==> src/rtl/stage0_fetch_queue.sv <==
// Fetch stage: owns the fetch PC, keeps one icache read in flight and queues {pc, inst} for decode.
// Optional FETCHQ_BYPASS_EN forwards a response straight to out_* when the queue is empty.
module stage0_fetch_queue #(
    parameter int unsigned DEPTH    = 4,
    parameter logic [31:0] RESET_PC = 32'h0000_2000
) (
    input  logic        clk,
    input  logic        reset,
    input  logic        redirect,
    input  logic [31:0] redirect_pc,
    input  logic        out_ready,
    output logic        out_valid,
    output logic [31:0] out_inst,
    output logic [31:0] out_pc,
    output logic [31:0] icache_addr,
    output logic        icache_re,
    input  logic [31:0] icache_dout,
    input  logic        icache_valid
);
    localparam int unsigned AW   = $clog2(DEPTH);
    localparam logic [AW:0] FULL = (AW+1)'(DEPTH);
    localparam logic [31:0] NOP  = 32'h0000_0013;

    typedef enum logic [1:0] {FETCH, WAIT, KILL} state_e;

    typedef struct packed {
        logic [31:0] pc;
        logic [31:0] inst;
    } entry_t;

    state_e          state_q, state_d;
    logic [31:0]     fetch_pc_q, fetch_pc_d;
    logic [31:0]     req_pc_q, req_pc_d;
    logic [AW-1:0]   wr_ptr_q, wr_ptr_d;
    logic [AW-1:0]   rd_ptr_q, rd_ptr_d;
    logic [AW:0]     count_q, count_d;
    entry_t [DEPTH-1:0] mem_q;
    entry_t          head;

    logic resp_ok;
    logic enq;
    logic pop;

    // With a single request in flight, a free slot at issue time is always still free on return.
    assign icache_re   = reset && (state_q == FETCH) && (count_q < FULL) && !redirect;
    assign icache_addr = fetch_pc_q;
    assign resp_ok     = (state_q == WAIT) && icache_valid && !redirect;
    assign pop         = (count_q != '0) && out_ready;
    assign head        = mem_q[rd_ptr_q];

`ifdef FETCHQ_BYPASS_EN
    logic bypass_hit;
    assign bypass_hit = resp_ok && (count_q == '0);
    // A bypassed response only lands in the queue when decode is not taking it this cycle.
    assign enq        = resp_ok && !(bypass_hit && out_ready);

    always_comb begin
        out_valid = 1'b0;
        out_inst  = NOP;
        out_pc    = '0;
        if (count_q != '0) begin
            out_valid = 1'b1;
            out_inst  = head.inst;
            out_pc    = head.pc;
        end else if (bypass_hit) begin
            out_valid = 1'b1;
            out_inst  = icache_dout;
            out_pc    = req_pc_q;
        end
    end
`else
    assign enq = resp_ok;

    always_comb begin
        out_valid = 1'b0;
        out_inst  = NOP;
        out_pc    = '0;
        if (count_q != '0) begin
            out_valid = 1'b1;
            out_inst  = head.inst;
            out_pc    = head.pc;
        end
    end
`endif

    always_comb begin
        state_d    = state_q;
        fetch_pc_d = fetch_pc_q;
        req_pc_d   = req_pc_q;
        unique case (state_q)
            FETCH: begin
                if (icache_re) begin
                    state_d    = WAIT;
                    req_pc_d   = fetch_pc_q;
                    fetch_pc_d = fetch_pc_q + 32'd4;
                end
            end
            WAIT: begin
                if (icache_valid)  state_d = FETCH;
                else if (redirect) state_d = KILL;
            end
            KILL: begin
                if (icache_valid) state_d = FETCH;
            end
            default: state_d = FETCH;
        endcase
        if (redirect) fetch_pc_d = redirect_pc;
    end

    always_comb begin
        wr_ptr_d = wr_ptr_q + {{(AW-1){1'b0}}, enq};
        rd_ptr_d = rd_ptr_q + {{(AW-1){1'b0}}, pop};
        count_d  = count_q + {{AW{1'b0}}, enq} - {{AW{1'b0}}, pop};
        // Flush: the pop in this cycle is simply absorbed by clearing everything.
        if (redirect) begin
            wr_ptr_d = '0;
            rd_ptr_d = '0;
            count_d  = '0;
        end
    end

    always_ff @(posedge clk or negedge reset) begin
        if (!reset) begin
            state_q    <= FETCH;
            fetch_pc_q <= RESET_PC;
            req_pc_q   <= RESET_PC;
            wr_ptr_q   <= '0;
            rd_ptr_q   <= '0;
            count_q    <= '0;
        end else begin
            state_q    <= state_d;
            fetch_pc_q <= fetch_pc_d;
            req_pc_q   <= req_pc_d;
            wr_ptr_q   <= wr_ptr_d;
            rd_ptr_q   <= rd_ptr_d;
            count_q    <= count_d;
        end
    end

    always_ff @(posedge clk) begin
        if (enq) mem_q[wr_ptr_q] <= '{pc: req_pc_q, inst: icache_dout};
    end
endmodule

==> config.mk <==
export PLATFORM = sky130hd
export DESIGN_NAME = stage0_fetch_queue
export DESIGN_NICKNAME = d
export VERILOG_FILES = /design/src/rtl/stage0_fetch_queue.sv
export SDC_FILE = /design/constraint.sdc
export NUM_CORES = 1
export LEC_CHECK = 0
export ABC_CLOCK_PERIOD_IN_PS = 5810
export CAP_MARGIN = 10
export CORE_UTILIZATION = 30
export DETAILED_ROUTE_END_ITERATION = 12
export GPL_TIMING_DRIVEN = 0
export PLACE_DENSITY = 0.49
export SKIP_LAST_GASP = 1
export SLEW_MARGIN = 20
export SYNTH_ARGS = -nofsm -noshare
export SYNTH_HDL_FRONTEND = slang
export SYNTH_SLANG_ARGS = --single-unit
export TNS_END_PERCENT = 10
==> constraint.sdc <==
create_clock -name clk -period 5.81 [get_ports clk]
set_input_delay 0.581 -clock clk [delete_from_list [all_inputs] [get_ports clk]]
set_output_delay 0.581 -clock clk [all_outputs]
set_load 0.02 [all_outputs]
== Word level (Yosys, flattened, before mapping) ==
Cells that the tools add are included.

* Add/sub/neg operators: 5
* Order comparisons: 4
* Equal/unequal tests: 5
* Mux-type cells: 19
* Reductions and logical operators: 15

{| class="wikitable"
|+ Operators by type and width
! operator !! count
|-
| 256-bit bitwise mux || 1
|-
| 32-bit two-way mux || 5
|-
| 64-bit binary-select mux with 2-bit select || 1
|-
| 64-bit demux with 2-bit select || 1
|-
| 64-bit two-way mux || 2
|-
| 32-bit by 3-bit adder with 32-bit output, second input constant || 1
|-
| 2-bit two-way mux || 6
|-
| 1-bit logical AND || 7
|-
| 2-bit by 3-bit less-than comparator with 1-bit output, second input constant || 2
|-
| 2-bit case mux with 3 select lines || 1
|-
| 2-bit by 1-bit adder with 2-bit output || 2
|-
| 2-bit inequality test, second input constant || 2
|-
| 2-bit AND reduction || 2
|-
| 2-bit nonzero test || 2
|-
| 3-bit by 1-bit adder with 3-bit output || 1
|-
| 3-bit less-than comparator, second input constant || 1
|-
| 3-bit two-way mux || 1
|-
| 3-bit inequality test, second input constant || 1
|-
| 3-bit AND reduction || 1
|-
| 3-bit nonzero test || 1
|-
| 3-bit by 1-bit subtractor with 3-bit output || 1
|-
| 2-bit by 1-bit equality test with 1-bit output, second input constant || 1
|-
| 2-bit equality test, second input constant || 1
|-
| 2-bit by 1-bit >= comparator with 1-bit output, second input constant || 1
|-
| other kinds (3) || 3
|}

* Register bits after elaboration: 329
* Input bits: 69
* Output and inout bits: 98
* Logic and storage cells: 62

== Longest topological paths before layout ==
* Depth in word-level cells: 7
* Mapped depth: 9
* Gate-level depth less buffers: 9

== Worst setup path before layout ==
OpenSTA, ideal clock, no wires.

* Kind: input to register
* From: in redirect
* To: reg mem_q[100] in the netlist's numbering, enable pin
* Library setup time: 0.487 ns
* Data arrival time: 4.029 ns
* Required time: 5.323 ns
* Path slack: 1.295 ns
* Stages on the path: 4
* Path buffers: 1
* Cell sequence: clkbuf_1 > nor3_1 > nand2_1 > nor2_1

* Cells in the longest elaborated chain, start to end: 2

{| class="wikitable"
|+ RTL lines
! item !! RTL line !! source
|-
| start: declaration || 9 || <nowiki>input logic redirect,</nowiki>
|-
| 1-bit zero test || 47 || <nowiki>assign resp_ok = (state_q == WAIT) && icache_valid && !redirect;</nowiki>
|-
| 1-bit logical AND || 47 ||
|-
| end signal: indexed assignment || 141 || <nowiki>if (enq) mem_q[wr_ptr_q] <= '{pc: req_pc_q, inst: icache_dout};</nowiki>
|-
| end: declaration || 37 || <nowiki>entry_t [DEPTH-1:0] mem_q;</nowiki>
|}

No other way between the ends.
A chain may end at the register's enable or synchronous reset.

== Final worst setup path ==
* From: in reset
* To: out icache_re

* Cells in the longest elaborated chain, start to end: 3

{| class="wikitable"
|+ RTL lines
! item !! RTL line !! source
|-
| start: declaration || 8 || <nowiki>input logic reset,</nowiki>
|-
| 1-bit logical AND (3 in series) || 45 || <nowiki>assign icache_re = reset && (state_q == FETCH) && (count_q < FULL) && !redirect;</nowiki>
|-
| end: declaration || 16 || <nowiki>output logic icache_re,</nowiki>
|}

No other way between the ends.

==> out/qor.yml <==
status: "finished, final reports clean"
die_w_um: 210.4
yosys_warnings: 0
synth_top_area_frac: 0.5898
netlist_area_mm2: 0.01303
fin_crit_ps: 4383
powerDensity_mw_per_mm2: 444.2
endpoint_kind: "output port"
drv_slew: 0
crit_arrival_ps: 3800
first_pass_iters: 4
drv_cap: 0
vias_per_cell: 4.567
antenna_found_initial: 1
setup_slack_ps: 1427
power_leakage_nw: 5.735
max_freq_mhz: 228.2
top_usage_layer: "met2"
grt_max_degree: 47
crit_path_top_delay_cell: "clkdlybuf4s50_1"
vdd_drop_max_mv: 0.1737
met1_usage: 0.1909
overflow: 0
fin_util: 0.4044
finalHoldViolations: 0
synthesis.nets: 795
r2r_slack_ps: 2910
drtIter0Drc: 364
cts.sinks: 329
final-seq-area_mm2: 0.009517
worstPathMaxFanout: 46
pin_count: 167
rr_startpoint: "count_q[2]"
row_count: 75
die_y_um: 210.4
whs_ps: 505.5
antenna_cells: 0
cts_tree: "yes"
routed_wl_mm: 31.14
use_met3: 0.04142
multi_input_area_mm2: 0.003351
async_reset_ff_frac: 0.2219
io_buffers: 165
crit-reg2reg-capture: "count_q[2]"
fillers: 3963
area.growth.synth_to_final_pct: 31.61
drc_errors: 0
holdCritStartpoint: "req_pc_q[13]"
tightestPinTransition_ps: 803.6
ys_top_cells_by_area: "edfxtp_1 59%, dfrtp_1 14%, mux4_2 11%"
setup_viol: 0
grt_pass1_wl_mm: 47.50
synthCells: 722
yosysMostFrequentCell: "edfxtp_1"
final.period_utilization: 0.7544
worstSkewPairLatency_ps: 540
ys_ff_latch: 329
wl_per_cell_um: 20.05
dieArea_mm2: 0.04428
gp_congestion: 0.7484
clk_pin_slew_ps: 50
h-tree-depth: 2
rsz0062_at_grt: "false"
cts_buffers: 39
cts-root-buf: "clkbuf_16"
slowest_delay_ps: 620
ys_seq_area_frac: 0.7302
synth_edf_count: 256
holdPathEnd: "req_pc_q[13]"
relSlewSlack: 0.4643
path_cells: "dlygate4sd3_1, buf_4, buf_16, nand2_1, or3_1, clkbuf_1, clkbuf_1, inv_1, clkdlybuf4s50_1"
fin_worst_skew_ps: 18.10
grt_use_total: 0.1442
worstPathRequired_ps: 5230
coreArea_mm2: 0.04242
grt_pass1_vias: 7604
synth.distinct_cells: 39
dominantRegCellSynth: "edfxtp_1"
report.power.total_mw: 7.620
dp_hpwl_mm: 20.44
dp_slack_ps: 1905
cp_common_cell: "clkbuf_1"
cts_max_path_buffers: 3
worst-setup-path-type: "in2out"
route.vias.total: 7092
crit_path_start_kind: "input pin"
drive_above_1_share: 0.1967
synth_top_area_cell: "edfxtp_1"
synthTopCellsByCount: "256 x edfxtp_1, 71 x dfrtp_1, 64 x mux4_2"
num-nets-final: 1019
use_met2: 0.2292
hp-class: "reg2reg"
reg2regPathDepth: 9
whs_path_depth: 2
synth.avg_cell_area_um2: 18.05
initial_core_util: 0.3073
ant_nets: 0
==> critical path: cells and delay by family <==
kind | cells | cell delay, ps
simple gates | 2 | 450
buf+inv | 7 | 2730
==> what timing repair did <==
item	in CTS	in global routing
buffers inserted	0	0
hold buffers	1	0
hold endpoints to repair	27	0
resized for setup	0	0
==> per-stage QoR <==
step | setup TNS [ps] | area (um2) | std cells
2_1_floorplan | 0 | 13030 | 722
3_3_place_gp | -531280 | 15410 | 1464
3_5_place_dp | 0 | 15870 | 1481
4_1_cts | 0 | 17150 | 1553
5_1_grt | 0 | 17150 | 1553
6_report | 0 | 17150 | 1553
==> kinds of logic after synthesis <==
logic type / count (synthesis) / synth area share
DFF: 329 / 0.7302
xor gates and xnor gates: 34 / 0.02285
buffers and inverters: 46 / 0.01507
AOI/OAI and AO/OA: 38 / 0.01478
muxes: 94 / 0.1364
and+or+nand+nor: 177 / 0.07632
adders and majority gates: 4 / 0.004416
==> worst max-delay path by stage <==
stage	depth (start not counted)	end	from	slack, ps
floorplan	4	mem_q[100]	redirect	1290
global placement	5	mem_q[16]	icache_valid	-2160
detailed placement	8	icache_re	reset	1910
global route	9	icache_re	reset	1250
finish	9	icache_re	reset	1430
CTS	9	icache_re	reset	1360
==> routing by layer <==
layer  share of wire  vias up
met5         0.00055        -
met2            0.46      168
met4           0.024        2
met3           0.059       60
met1            0.45     3629
li1                -     3233
==> cell type report <==
type,instances,share of cell area
buffer,35,0.009044
clock buffer,49,0.06214
clock inverter,22,0.01225
inverter,11,0.002407
multi-input combinational,347,0.1953
sequential,329,0.5548
tap,577,0.04209
timing repair buffer,183,0.1220
==> flip-flops by register name (all words and copies together) (netlist names) <==
signal       flops
icache_addr     32
state_q          2
wr_ptr_q         2
count_q          3
rd_ptr_q         2
req_pc_q        32
mem_q          256
==> report_power, final <==
group,switching (mW),internal [mW]
clock,0.951,1.48
combinational,1.08,1.06
sequential,0.204,2.85
total,2.23,5.39
==> layout by cell type (no fill, tap or decap), types with 5 or more instances in the layout <==
cell type          n
and2_1            61
buf_1              6
buf_16            13
buf_2              7
clkbuf_1          27
clkbuf_16         41
clkdlybuf4s50_1  164
clkinv_1           8
clkinv_2           6
dfrtp_1           71
edfxtp_1         256
inv_1             11
mux2_2            29
mux4_2            64
nand2_1           49
nand3_1            6
nand4_1            7
nor2_1             9
nor3_1            11
nor4_1             7
o21ai_0           22
o21ai_1           14
xnor2_1           29
xor2_1             5
Note: power is estimated with default switching activity, not from simulation.
